### src/rtl/mem_pkg.sv
// Shared types and helpers for the memory bus initiator: FSM state encoding,
// response error codes and byte-to-word address conversion.
package mem_pkg;

    typedef enum logic [1:0] {
        IDLE    = 2'd0,
        RD_WAIT = 2'd1,
        WR_WAIT = 2'd2,
        RESP    = 2'd3
    } state_t;

    localparam logic [1:0] ERR_OK      = 2'd0;
    localparam logic [1:0] ERR_ALIGN   = 2'd1;
    localparam logic [1:0] ERR_EXC     = 2'd2;
    localparam logic [1:0] ERR_TIMEOUT = 2'd3;

    // The RAM is word addressed; dropping the two byte-select bits gives
    // {2'b00, addr[31:2]}.
    function automatic logic [31:0] word_addr(input logic [31:0] addr);
        return addr >> 2;
    endfunction

endpackage

### src/rtl/mem_master_if.sv
// Bundle of the CPU-side request/response port and the RAM-side strobe bus.
//
// Request handshake: a request transfers on a rising edge where req_valid and
// req_ready are both high; the requester must hold req_we/req_addr/req_wdata
// stable while req_valid is high. Exactly one response follows each accepted
// request as a one-cycle resp_valid pulse; there is no back-pressure on the
// response side.
//
// RAM side: read/write are level strobes held until rrdy/wrdy (one-cycle
// pulses) or an error ends the access. r_line is only meaningful while rrdy is
// high. exc is sticky in the RAM until its next successful access.
//
// state is a debug copy of the initiator FSM state.
interface mem_master_if;
    import mem_pkg::*;

    logic        req_valid;
    logic        req_ready;
    logic        req_we;
    logic [31:0] req_addr;
    logic [31:0] req_wdata;
    logic        resp_valid;
    logic [31:0] resp_rdata;
    logic [1:0]  resp_err;
    logic [31:0] r_addr;
    logic [31:0] w_addr;
    logic [31:0] w_line;
    logic        read;
    logic        write;
    logic [31:0] r_line;
    logic        rrdy;
    logic        wrdy;
    logic        exc;
    state_t      state;

    modport master (
        input  req_valid, req_we, req_addr, req_wdata,
        input  r_line, rrdy, wrdy, exc,
        output req_ready, resp_valid, resp_rdata, resp_err,
        output r_addr, w_addr, w_line, read, write,
        output state
    );

    modport slave (
        output req_valid, req_we, req_addr, req_wdata,
        output r_line, rrdy, wrdy, exc,
        input  req_ready, resp_valid, resp_rdata, resp_err,
        input  r_addr, w_addr, w_line, read, write,
        input  state
    );

endinterface

### src/rtl/mem_master.sv
// Single-word bus initiator between the load/store stage and the data RAM.
// Checks alignment, drives the RAM strobes, decodes the RAM exception flag and
// enforces a per-transaction watchdog. One response per accepted request.
module mem_master
    import mem_pkg::*;
#(
    // Wait cycles allowed per access before reporting a timeout; must be >= 2.
    parameter int TIMEOUT = 16
) (
    input  logic            clk,
    input  logic            rst_n,
    mem_master_if.master    bus
);

    localparam int CW = (TIMEOUT > 2) ? $clog2(TIMEOUT) : 1;
    localparam logic [CW-1:0] CNT_LAST = CW'(TIMEOUT - 1);

    state_t        state;
    logic [CW-1:0] cnt;
    logic          hit;

    assign bus.state = state;

    // Completion pulse from the RAM for whichever access is in flight.
    always_comb begin
        hit = 1'b0;
        if (state == RD_WAIT) begin
            hit = bus.rrdy;
        end else if (state == WR_WAIT) begin
            hit = bus.wrdy;
        end
    end

    // Transaction FSM; all bus and response outputs are registered here.
    always_ff @(posedge clk) begin
        if (!rst_n) begin
            state          <= IDLE;
            cnt            <= '0;
            bus.req_ready  <= 1'b1;
            bus.resp_valid <= 1'b0;
            bus.resp_rdata <= '0;
            bus.resp_err   <= ERR_OK;
            bus.read       <= 1'b0;
            bus.write      <= 1'b0;
            bus.r_addr     <= '0;
            bus.w_addr     <= '0;
            bus.w_line     <= '0;
        end else begin
            bus.resp_valid <= 1'b0;
            case (state)
                IDLE: begin
                    if (bus.req_valid) begin
                        bus.req_ready <= 1'b0;
                        cnt           <= '0;
                        if (bus.req_addr[1:0] != 2'b00) begin
                            // Misaligned: answer straight away, RAM untouched.
                            state          <= RESP;
                            bus.resp_valid <= 1'b1;
                            bus.resp_err   <= ERR_ALIGN;
                            bus.resp_rdata <= '0;
                        end else if (bus.req_we) begin
                            state      <= WR_WAIT;
                            bus.write  <= 1'b1;
                            bus.w_addr <= word_addr(bus.req_addr);
                            bus.w_line <= bus.req_wdata;
                        end else begin
                            state      <= RD_WAIT;
                            bus.read   <= 1'b1;
                            bus.r_addr <= word_addr(bus.req_addr);
                        end
                    end
                end

                RD_WAIT, WR_WAIT: begin
                    if (hit) begin
                        state          <= RESP;
                        bus.resp_valid <= 1'b1;
                        bus.resp_err   <= ERR_OK;
                        bus.resp_rdata <= (state == RD_WAIT) ? bus.r_line : '0;
                        bus.read       <= 1'b0;
                        bus.write      <= 1'b0;
                    end else if (cnt != '0 && bus.exc) begin
                        // exc in wait cycle 0 is the previous access's stale flag.
                        state          <= RESP;
                        bus.resp_valid <= 1'b1;
                        bus.resp_err   <= ERR_EXC;
                        bus.resp_rdata <= '0;
                        bus.read       <= 1'b0;
                        bus.write      <= 1'b0;
                    end else if (cnt == CNT_LAST) begin
                        state          <= RESP;
                        bus.resp_valid <= 1'b1;
                        bus.resp_err   <= ERR_TIMEOUT;
                        bus.resp_rdata <= '0;
                        bus.read       <= 1'b0;
                        bus.write      <= 1'b0;
                    end else begin
                        cnt <= cnt + CW'(1);
                    end
                end

                RESP: begin
                    state         <= IDLE;
                    bus.req_ready <= 1'b1;
                end

                default: begin
                    state         <= IDLE;
                    bus.req_ready <= 1'b1;
                    bus.read      <= 1'b0;
                    bus.write     <= 1'b0;
                end
            endcase
        end
    end

endmodule

### src/flat_wrapper.sv
// flat-port wrapper written by rule: the top's interface ports become plain ports
module mem_master_flat import mem_pkg::*;
#(
                                                                               
    parameter int TIMEOUT = 16
)
  (clk, rst_n, bus_req_valid, bus_req_we, bus_req_addr, bus_req_wdata, bus_r_line, bus_rrdy, bus_wrdy, bus_exc, bus_req_ready, bus_resp_valid, bus_resp_rdata, bus_resp_err, bus_r_addr, bus_w_addr, bus_w_line, bus_read, bus_write, bus_state);
  mem_master_if bus_i ();
  input  logic clk;
  input  logic rst_n;
  input wire logic [$bits(bus_i.req_valid)-1:0] bus_req_valid;
  input wire logic [$bits(bus_i.req_we)-1:0] bus_req_we;
  input wire logic [$bits(bus_i.req_addr)-1:0] bus_req_addr;
  input wire logic [$bits(bus_i.req_wdata)-1:0] bus_req_wdata;
  input wire logic [$bits(bus_i.r_line)-1:0] bus_r_line;
  input wire logic [$bits(bus_i.rrdy)-1:0] bus_rrdy;
  input wire logic [$bits(bus_i.wrdy)-1:0] bus_wrdy;
  input wire logic [$bits(bus_i.exc)-1:0] bus_exc;
  output wire logic [$bits(bus_i.req_ready)-1:0] bus_req_ready;
  output wire logic [$bits(bus_i.resp_valid)-1:0] bus_resp_valid;
  output wire logic [$bits(bus_i.resp_rdata)-1:0] bus_resp_rdata;
  output wire logic [$bits(bus_i.resp_err)-1:0] bus_resp_err;
  output wire logic [$bits(bus_i.r_addr)-1:0] bus_r_addr;
  output wire logic [$bits(bus_i.w_addr)-1:0] bus_w_addr;
  output wire logic [$bits(bus_i.w_line)-1:0] bus_w_line;
  output wire logic [$bits(bus_i.read)-1:0] bus_read;
  output wire logic [$bits(bus_i.write)-1:0] bus_write;
  output wire logic [$bits(bus_i.state)-1:0] bus_state;
  assign bus_i.req_valid = bus_req_valid;
  assign bus_i.req_we = bus_req_we;
  assign bus_i.req_addr = bus_req_addr;
  assign bus_i.req_wdata = bus_req_wdata;
  assign bus_i.r_line = bus_r_line;
  assign bus_i.rrdy = bus_rrdy;
  assign bus_i.wrdy = bus_wrdy;
  assign bus_i.exc = bus_exc;
  assign bus_req_ready = bus_i.req_ready;
  assign bus_resp_valid = bus_i.resp_valid;
  assign bus_resp_rdata = bus_i.resp_rdata;
  assign bus_resp_err = bus_i.resp_err;
  assign bus_r_addr = bus_i.r_addr;
  assign bus_w_addr = bus_i.w_addr;
  assign bus_w_line = bus_i.w_line;
  assign bus_read = bus_i.read;
  assign bus_write = bus_i.write;
  assign bus_state = bus_i.state;
  mem_master #(.TIMEOUT(TIMEOUT)) u_core (.clk(clk), .rst_n(rst_n), .bus(bus_i));
endmodule
### config.mk
export PLATFORM = sky130hd
export DESIGN_NAME = mem_master_flat
export DESIGN_NICKNAME = d
export VERILOG_FILES = /design/src/rtl/mem_pkg.sv /design/src/rtl/mem_master_if.sv /design/src/rtl/mem_master.sv /design/src/flat_wrapper.sv
export SDC_FILE = /design/constraint.sdc
export NUM_CORES = 1
export LEC_CHECK = 0
export BUFFER_PORTS_ARGS = -buffer_cell sky130_fd_sc_hd__buf_4
export CELL_PAD_IN_SITES_DETAIL_PLACEMENT = 2
export CELL_PAD_IN_SITES_GLOBAL_PLACEMENT = 2
export CORE_MARGIN = 4
export CORE_UTILIZATION = 27
export CTS_CLUSTER_DIAMETER = 40
export CTS_CLUSTER_SIZE = 8
export DETAILED_ROUTE_END_ITERATION = 8
export GPL_TIMING_DRIVEN = 0
export PLACE_DENSITY = 0.81
export SLEW_MARGIN = 20
export SYNTH_ARGS = -nofsm -noshare
export SYNTH_HDL_FRONTEND = slang
export SYNTH_SLANG_ARGS = --single-unit
export TNS_END_PERCENT = 20
### constraint.sdc
create_clock -name clk -period 5.2 [get_ports clk]
set_input_delay 0.78 -clock clk [delete_from_list [all_inputs] [get_ports clk]]
set_output_delay 0.78 -clock clk [all_outputs]
set_load 0.1 [all_outputs]
==> results_dict.tcl, run 1 <==
set metrics [dict create \
    synth-xor-area-share_pct 0 \
    grt_max_degree 17 \
    crit_chain "inv_1 > ha_1 > buf_2 > nand4_1 > clkbuf_1 > nand2_1 > a21oi_1" \
    cts_buffers 17 \
    fin_tns_setup_ns 0 \
    cts_setup_buffers 0 \
    first_global_vias 5793 \
    clk_path_buf_depth 2 \
    htree_levels 4 \
    ctsResizeCount 0 \
    crit_buf_inv 3 \
    worstPathArrival_ns 2.55 \
    crit_slowest_cell "clkbuf_1" \
    synth-simple-area-share_pct 21.3 \
    drive_above_1_share_pct 32.5 \
    yosysTopAreaCellShare_pct 51.0 \
    grt_pass1_wl_mm 31.4 \
    rsz0062_at_grt "no" \
    drc 0 \
    synth_top_cells_by_count "nand2_1, dfxtp_1, a21oi_1" \
    syn_area_um2 5330 \
    ys_seq_elements 136 \
    grt_use_total_pct 18.0 \
    detail_route.vias_per_cell 4.57 \
    clkTransAtPathRegs_ns 0.06 \
    grt.busiest_layer "met2" \
    die_x_um 149 \
    layout_min_cycle_time_ns 2.21 \
    fin_util_pct 41.2 \
    core_area_um2 19500 \
    grt-ovfl-total 0 \
    grt_use_met3_pct 6.92 \
    ant_nets 0 \
    ys_warn_count 0 \
    nFillCells 2239 \
    ctsHoldBuffers 0 \
    power_density_nw_per_um2 441 \
    num_rows 51 \
    synth_edf_count 0 \
    synth-compound-area-share_pct 13.1 \
    multi_input_area_um2 2310 \
    crit_path_max_incr_delay_ns 0.47 \
    maxSlewViolCount 0 \
    max_freq_mhz 452 \
    synth.yosys.seq_area_share_pct 51.0 \
    synthDistinctLibCells 41 \
    cts.sinks 136 \
    syn_inst 646 \
    dr.pass1.iters 4 \
    die_height_um 149 \
    area_growth_pct 50.2 \
    num_vias 5395 \
    gp_congestion 0.748 \
    total_power_mw 3.54 \
    yosys.area.top_type "dfxtp_1" \
    fin_skew_ns 0.0119 \
    yosysMostFrequentCell "nand2_1" \
    crit_path_end_kind "flip-flop" \
    path_max_fanout 10 \
    async_flop_share_pct 0 \
    portBuffers 234 \
    preCtsSetupSlack_ns 2.70 \
    p_leak_nw 3.41 \
    timing.slew.headroom_pct 63.5 \
    layout.nets 1012 \
    die_area_um2 22100 \
    antenna_found_initial 0 \
    tightest_slew_ns 0.542 \
    grtUsageMet2_pct 32.6 \
    ff_latch_area_um2 2720 \
    yosys-mux-area-fraction_pct 6.94 \
    worst_slack_ns 2.99 \
    dr.first_iter.drc_count 177 \
    syn_avg_cell_area_um2 8.26 \
    crit_required_ns 5.53 \
    dpl.cell_count 1148 \
    status "completed" \
    start_kind "flip-flop" \
    fin_crit_sh_pct 42.6 \
    maxCapViolations 0 \
    wire_per_inst_um 17.2 \
    tritoncts "yes" \
    hold_path_class "reg -> reg" \
    initial_core_util_pct 27.4 \
    gr-usage-met1_pct 20.2 \
    peakVddDrop_mv 0.235 \
    clock_latency_ns 0.43 \
    crit_type "reg -> reg" \
    ios 239 \
    stdcell_count 1180 \
    diodes 0 \
    synth_adder_area_share_pct 1.64 \
    routed_wl_mm 20.3 \
    synth_top_family_by_area "simple AND/OR/NAND/NOR gates" \
    cts_root_buffer "clkbuf_16" \
    synth.area.top_cells "dfxtp_1, nand2_1, a21oi_1" \
    path_delay_family "buffers and inverters" \
    synth_top_flop_cell "dfxtp_1" \
    hold_viol 0 \
    setup_violations 0 \
    dp_hpwl_mm 15.4 \
]
[power by group]
part | total [mW] | switching, mW | internal, mW
combinational | 1.19 | 0.808 | 0.385
sequential | 1.14 | 0.0403 | 1.10
clock | 1.20 | 0.525 | 0.676
total | 3.54 | 1.37 | 2.16
[registers in the layout (all words and copies together) (netlist names)]
name                   flops
u_core.bus.req_ready       1
u_core.cnt                 4
u_core.bus.resp_err        2
u_core.bus.resp_rdata     32
u_core.bus.state           2
u_core.bus.read            1
u_core.bus.write           1
u_core.bus.w_addr         30
u_core.bus.r_addr         30
u_core.bus.resp_valid      1
u_core.bus.w_line         32
[through the flow]
stage	hold slack [ns]	area, um2
floorplan	0.488	5350
detailed placement	0.451	7430
global route	0.468	8010
global placement	0.443	7430
CTS	0.461	8010
finish	0.456	8010
[per-layer routing]
| metal | vias to the layer above | wire [um] |
|---|---|---|
| met2 | 152 | 10500 |
| li1 | 2621 | - |
| met5 | - | 0 |
| met4 | 0 | 169 |
| met1 | 2610 | 8050 |
| met3 | 12 | 1540 |
[path summary, 6_finish.rpt]
kind	from	endpoint	slack, ns	depth (start not counted)
worst max register to register	u_core.bus.state[1]	u_core.bus.w_addr[13]	2.99	7
worst max-delay path	u_core.bus.state[1]	u_core.bus.w_addr[13]	2.99	7
worst min-delay path	u_core.bus.w_line[0]	u_core.bus.w_line[0]	0.46	2
worst min register to register	u_core.bus.w_line[0]	u_core.bus.w_line[0]	0.46	2
[cell usage in the layout, fill, tap and decap left out, drive strengths merged, types with 2 or more instances in the layout]
| cell | synthesis | layout |
|---|---|---|
| clkinv | 1 | 3 |
| nor2b | 3 | 3 |
| o211ai | 5 | 5 |
| ha | 7 | 7 |
| buf | 22 | 256 |
| nand3 | 5 | 5 |
| nor3 | 2 | 2 |
| clkinvlp | 0 | 3 |
| clkbuf | 26 | 43 |
| mux2i | 37 | 37 |
| a211oi | 2 | 2 |
| nand2 | 261 | 261 |
| a21oi | 98 | 98 |
| inv | 8 | 17 |
| o2bb2ai | 2 | 2 |
| conb | 1 | 4 |
| o21ai | 8 | 8 |
| or3 | 2 | 2 |
| nand4 | 2 | 2 |
| dfxtp | 136 | 136 |
| and4 | 2 | 2 |
| nor2 | 4 | 4 |
[kinds of logic (layout without fill, tap and decap cells)]
group	Yosys count	in the layout
buffers and inverters	57	323
and+or+nand+nor	287	287
adders and majority gates	7	7
AOI/OAI and AO/OA	121	121
other	1	4
DFF	136	136
muxes	37	37
[cell type report]
class | count | share of cell area (%)
flip-flops and latches | 136 | 34.0
well taps | 265 | 4.14
clock inverters | 15 | 1.91
repair buffers | 234 | 21.9
multi-input cells | 456 | 28.8
inverters | 9 | 0.422
plain buffers | 48 | 3.48
clock buffers | 17 | 5.31
[tightest hold or removal path, stage by stage, from the launching register on]
cell and delay (ns):
dfxtp_1 0.31, nand2_1 0.05, a21oi_1 0.05
Power figures use the tool's default switching activity.
==> run 2, diff against run 1 <==
--- a/config.mk
+++ b/config.mk
@@ -9,12 +9,12 @@
 export CELL_PAD_IN_SITES_DETAIL_PLACEMENT = 2
 export CELL_PAD_IN_SITES_GLOBAL_PLACEMENT = 2
 export CORE_MARGIN = 4
-export CORE_UTILIZATION = 27
+export CORE_UTILIZATION = 23
 export CTS_CLUSTER_DIAMETER = 40
 export CTS_CLUSTER_SIZE = 8
 export DETAILED_ROUTE_END_ITERATION = 8
 export GPL_TIMING_DRIVEN = 0
-export PLACE_DENSITY = 0.81
+export PLACE_DENSITY = 0.74
 export SLEW_MARGIN = 20
 export SYNTH_ARGS = -nofsm -noshare
 export SYNTH_HDL_FRONTEND = slang
==> constraint.sdc (replaced) <==
create_clock -name clk -period 1.89 [get_ports clk]
set_input_delay 0.2835 -clock clk [delete_from_list [all_inputs] [get_ports clk]]
set_output_delay 0.2835 -clock clk [all_outputs]
set_load 0.1 [all_outputs]
==> results_dict.tcl, run 2 (synthesized netlist as in run 1, its figures left out) <==
set metrics [dict create \
    htree_levels 4 \
    area_growth_pct 52.4 \
    preCtsSetupSlack_ns -0.183 \
    dr.pass1.iters 4 \
    status "completed" \
    grt_use_met3_pct 5.75 \
    worstPathArrival_ns 2.15 \
    drc 0 \
    portBuffers 234 \
    cts_buffers 17 \
    timing.slew.headroom_pct 62.8 \
    setup_violations 0 \
    crit_path_max_incr_delay_ns 0.38 \
    num_vias 5311 \
    rsz0062_at_grt "yes" \
    crit_slowest_cell "clkbuf_1" \
    final_cell_mix "nand2_1, buf_4, dfxtp_1, a21oi_1, mux2i_1" \
    place_area_um2 7480 \
    layout_commonest_cell "nand2_1" \
    maxSlewViolCount 0 \
    clkTransAtPathRegs_ns 0.07 \
    maxCapViolations 0 \
    clk_path_buf_depth 2 \
    power_density_nw_per_um2 1210 \
    grt_pass1_wl_mm 31.9 \
    initial_core_util_pct 23.5 \
    layout_min_cycle_time_ns 1.80 \
    crit_type "reg -> reg" \
    crit_buf_inv 4 \
    grt.busiest_layer "met2" \
    die_x_um 160 \
    path_max_fanout 10 \
    gr-usage-met1_pct 18.5 \
    ios 239 \
    drive_above_1_share_pct 34.3 \
    crit_path_start "u_core.bus.state[0]" \
    fin_crit_sh_pct 95.2 \
    detail_route.vias_per_cell 4.41 \
    fin_tns_setup_ns 0 \
    grt-ovfl-total 0 \
    gp_congestion 0.744 \
    crit_required_ns 2.24 \
    die_height_um 160 \
    tritoncts "yes" \
    start_kind "flip-flop" \
    grt_use_total_pct 15.5 \
    peakVddDrop_mv 0.670 \
    reg_top3 "u_core.bus.resp_rdata x32, u_core.bus.w_line x32" \
    fin_util_pct 35.8 \
    tightest_slew_ns 0.558 \
    routed_wl_mm 20.1 \
    p_leak_nw 3.46 \
    diodes 0 \
    antenna_found_initial 0 \
    die_area_um2 25700 \
    num_rows 55 \
    dp_hpwl_mm 15.3 \
    grtUsageMet2_pct 26.6 \
    first_global_vias 5710 \
    ant_nets 0 \
    max_freq_mhz 556 \
    clock_latency_ns 0.42 \
    dr.first_iter.drc_count 151 \
    grt_max_degree 17 \
    path_delay_family "buffers and inverters" \
    wire_per_inst_um 16.6 \
    hold_slack_ns 0.108 \
    holdCritStartpoint "bus_r_line[31]" \
    final_cell_area_um2 8130 \
    cts_root_buffer "clkbuf_16" \
    ctsHoldBuffers 0 \
    core_area_um2 22700 \
    r2r-start "u_core.bus.state[0]" \
    hold_viol 0 \
    crit_chain "inv_1 > ha_1 > buf_2 > nand4_1 > buf_4 > clkbuf_1 > nand2_1 > a21oi_1" \
    worst_slack_ns 0.0914 \
    crit_path_end_kind "flip-flop" \
    fin_skew_ns 0.0150 \
    cts.sinks 136 \
    layout.nets 1017 \
    hold_path_class "in -> reg" \
]
-- run 2: cell count changes in the layout (fill, tap and decap cells not counted), sizes merged --
| cell | before | now |
|---|---|---|
| inv | 17 | 14 |
| buf | 256 | 258 |
| clkinv | 3 | 5 |
| clkbuf | 43 | 47 |
-- run 2: area by class of cell --
| cell class | instances | area [um2] |
|---|---|---|
| multi-input cells | 456 | 2330 |
| inverters | 9 | 33.8 |
| flip-flops and latches | 136 | 2730 |
| fillers | 2637 | 14600 |
| well taps | 285 | 357 |
| plain buffers | 48 | 299 |
| clock buffers | 18 | 429 |
| repair buffers | 239 | 1810 |
| clock inverters | 14 | 141 |
-- run 2: power by group --
group          total [mW]  switching, mW  internal (mW)  leakage [nW]
clock                3.27           1.42           1.85         0.272
sequential           3.15          0.109           3.04          1.10
combinational        3.44           2.25           1.19          2.09
-- run 2: what timing repair did --
| action | in CTS | in global routing |
|---|---|---|
| setup endpoints to repair | 96 | 123 |
| setup buffers | 2 | 3 |
| resized for setup | 5 | 17 |
| cloned | 0 | 0 |
| pin swaps | 1 | 1 |
-- run 2: worst paths after layout --
path / cells past startpoint / to / slack [ns]
worst max-delay path: 8 / u_core.bus.w_line[15] / 0.09
worst min-delay path: 3 / u_core.bus.resp_rdata[31] / 0.11
worst max register to register: 8 / u_core.bus.w_line[15] / 0.09
worst min register to register: 2 / u_core.bus.w_addr[18] / 0.45
-- run 2: worst min-delay path: stages --
cell and delay [ns]:
buf_4 0.11, nand2_1 0.05, mux2i_1 0.05
-- run 2: metrics by stage --
stage / power [mW] / std cells
after floorplan: 5.72 / 649
after global placement: 6.53 / 1168
after detailed placement: 6.56 / 1168
after CTS: 9.91 / 1202
after global routing: 10.4 / 1205
final: 9.86 / 1205
-- run 2: routing by layer --
metal	share of wire [%]	wire, um
met5	0	0
met2	49	9790
met3	7.3	1470
met1	43	8670
met4	0.62	125
==> run 3, diff against run 2 <==
--- a/config.mk
+++ b/config.mk
@@ -5,11 +5,12 @@
 export SDC_FILE = /design/constraint.sdc
 export NUM_CORES = 1
 export LEC_CHECK = 0
+export ABC_AREA = 1
 export BUFFER_PORTS_ARGS = -buffer_cell sky130_fd_sc_hd__buf_4
 export CELL_PAD_IN_SITES_DETAIL_PLACEMENT = 2
 export CELL_PAD_IN_SITES_GLOBAL_PLACEMENT = 2
 export CORE_MARGIN = 4
-export CORE_UTILIZATION = 23
+export CORE_UTILIZATION = 24
 export CTS_CLUSTER_DIAMETER = 40
 export CTS_CLUSTER_SIZE = 8
 export DETAILED_ROUTE_END_ITERATION = 8
==> results_dict.tcl, run 3 <==
set metrics [dict create \
    crit_path_start "u_core.bus.state[0]" \
    synth.yosys.seq_area_share_pct 45.9 \
    grt-ovfl-total 0 \
    syn_inst 741 \
    final_cell_mix "buf_4, nand2_1, dfxtp_1, a21oi_1, nand3_1" \
    crit_path_end_kind "flip-flop" \
    start_kind "flip-flop" \
    hold_viol 0 \
    area_growth_pct 48.8 \
    maxCapViolations 0 \
    crit_buf_inv 4 \
    yosysTopAreaCellShare_pct 45.9 \
    dp_hpwl_mm 18.0 \
    max_freq_mhz 558 \
    status "completed" \
    num_rows 57 \
    die_x_um 165 \
    num_vias 6097 \
    maxSlewViolCount 0 \
    cts.sinks 136 \
    gp_congestion 0.751 \
    r2r-start "u_core.bus.state[0]" \
    dr.first_iter.drc_count 204 \
    crit_slowest_cell "dfxtp_4" \
    cpMostUsedCell "nand3_4" \
    synth_top_family_by_area "simple AND/OR/NAND/NOR gates" \
    fin_util_pct 36.3 \
    dr.pass1.iters 4 \
    layout_commonest_cell "buf_4" \
    fin_tns_setup_ns 0 \
    synth_adder_area_share_pct 1.48 \
    layout.nets 1110 \
    wire_per_inst_um 17.9 \
    synth_top_flop_cell "dfxtp_1" \
    fin_skew_ns 0.0142 \
    syn_avg_cell_area_um2 8.01 \
    grt_pass1_wl_mm 36.5 \
    die_area_um2 27300 \
    syn_area_um2 5940 \
    layout_min_cycle_time_ns 1.79 \
    tightest_slew_ns 0.792 \
    timing.slew.headroom_pct 47.2 \
    synth_top_cells_by_count "nand2_1, dfxtp_1, a21oi_1" \
    rsz0062_at_grt "yes" \
    clk_path_buf_depth 2 \
    portBuffers 234 \
    clkTransAtPathRegs_ns 0.07 \
    core_area_um2 24300 \
    tritoncts "yes" \
    holdCritStartpoint "bus_req_wdata[9]" \
    htree_levels 4 \
    crit_path_max_incr_delay_ns 0.36 \
    cts_buffers 17 \
    hold_path_class "in -> reg" \
    hold_slack_ns 0.136 \
    peakVddDrop_mv 0.485 \
    ctsHoldBuffers 0 \
    async_flop_share_pct 0 \
    p_leak_nw 3.51 \
    routed_wl_mm 23.9 \
    crit_type "reg -> reg" \
    clock_latency_ns 0.42 \
    power_density_nw_per_um2 1250 \
    synth-compound-area-share_pct 14.4 \
    crit_required_ns 2.21 \
    drive_above_1_share_pct 40.2 \
    die_height_um 165 \
    path_delay_family "buffers and inverters" \
    setup_violations 0 \
    crit_chain "inv_1 > ha_1 > buf_4 > nand2_1 > inv_2 > nand3_4 > nand3_4 > buf_6 > a21oi_1 > nor2_1" \
    synth.area.top_cells "dfxtp_1, nand2_1, a21oi_1" \
    diodes 0 \
    nFillCells 2805 \
    drc 0 \
    reg_top3 "u_core.bus.resp_rdata x32, u_core.bus.w_line x32" \
    ys_warn_count 0 \
    synth_edf_count 0 \
    grt_max_degree 17 \
    path_max_fanout 10 \
    first_global_vias 6579 \
    detail_route.vias_per_cell 4.56 \
    yosys-mux-area-fraction_pct 0 \
    synth-xor-area-share_pct 0 \
    worstPathArrival_ns 2.11 \
    synthDistinctLibCells 29 \
    ios 239 \
    yosys.area.top_type "dfxtp_1" \
    initial_core_util_pct 24.4 \
    antenna_found_initial 0 \
    cts_root_buffer "clkbuf_16" \
    yosysMostFrequentCell "nand2_1" \
    ys_seq_elements 136 \
    ant_nets 0 \
    grt_use_total_pct 17.2 \
    synth-simple-area-share_pct 29.9 \
    fin_crit_sh_pct 94.9 \
]
## run 3: changes by cell type in the layout (fill, tap and decap cells not counted), moves of 13 or more
cell     previous run  this run
nand3_2             0        31
mux2i_1            37         0
a21oi_2             3        31
nand3_1             5       100
nand2_1           260       179
nor2_1              4        40
buf_6               0        13
## run 3: tightest hold or removal path, delay by kind of cell
kind	cells	cell delay [ns]
buffers and inverters	1	0.11
AOI/OAI and AO/OA	1	0.06
and+or+nand+nor	1	0.07
## run 3: per-layer routing
| metal | share of wire, % | global-route usage, % | wire, um | vias up |
|---|---|---|---|---|
| met4 | 1.7 | 4.76 | 417 | 0 |
| met2 | 49 | 29.1 | 11600 | 162 |
| met3 | 7.6 | 5.98 | 1820 | 20 |
| met1 | 42 | 20.8 | 10100 | 2936 |
| li1 | - | - | - | 2979 |
| met5 | 0 | 0 | 0 | - |
## run 3: kinds of logic after synthesis
| logic type | after synthesis |
|---|---|
| simple gates | 367 |
| buf+inv | 86 |
| fa+ha+maj | 7 |
| other cells | 1 |
| compound gates | 144 |
| flops | 136 |
## run 3: layout make-up
class,count,area (um2),area share [%]
multi-input cells,522,2760,31.3
flip-flops and latches,136,2730,30.9
repair buffers,237,1790,20.3
plain buffers,64,480,5.44
clock buffers,18,439,4.97
well taps,324,405,4.59
clock inverters,14,130,1.47
inverters,22,92.6,1.05
## run 3: worst paths after layout
kind | to | slack, ns | cells after the start
worst max register to register | u_core.bus.resp_err[1] | 0.1 | 10
worst min-delay path | u_core.bus.w_line[9] | 0.14 | 3
worst min register to register | u_core.bus.w_line[3] | 0.46 | 2
worst max-delay path | u_core.bus.resp_err[1] | 0.1 | 10
## run 3: report_power, final
part / switching [mW] / internal, mW / total, mW / leakage (nW)
Combinational: 3.21 / 1.41 / 4.63 / 2.13
Sequential: 0.111 / 3.04 / 3.15 / 1.10
Clock: 1.48 / 1.78 / 3.26 / 0.277
## run 3: timing repair
action | in CTS | in global routing
buffers inserted | 1 | 2
resized for setup | 6 | 38
pin swaps | 1 | 0
setup endpoints to repair | 43 | 127
## run 3: per-stage QoR
stage / setup slack, ns / total power [mW] / cell area (um2) / std cells
after floorplan: 0.0101 / 6.40 / 5950 / 744
after global placement: -0.177 / 7.50 / 8120 / 1302
after detailed placement: -0.161 / 7.56 / 8120 / 1302
after CTS: -0.0397 / 10.9 / 8720 / 1335
after global routing: -0.0392 / 11.7 / 8830 / 1337
final: 0.0970 / 11.0 / 8830 / 1337
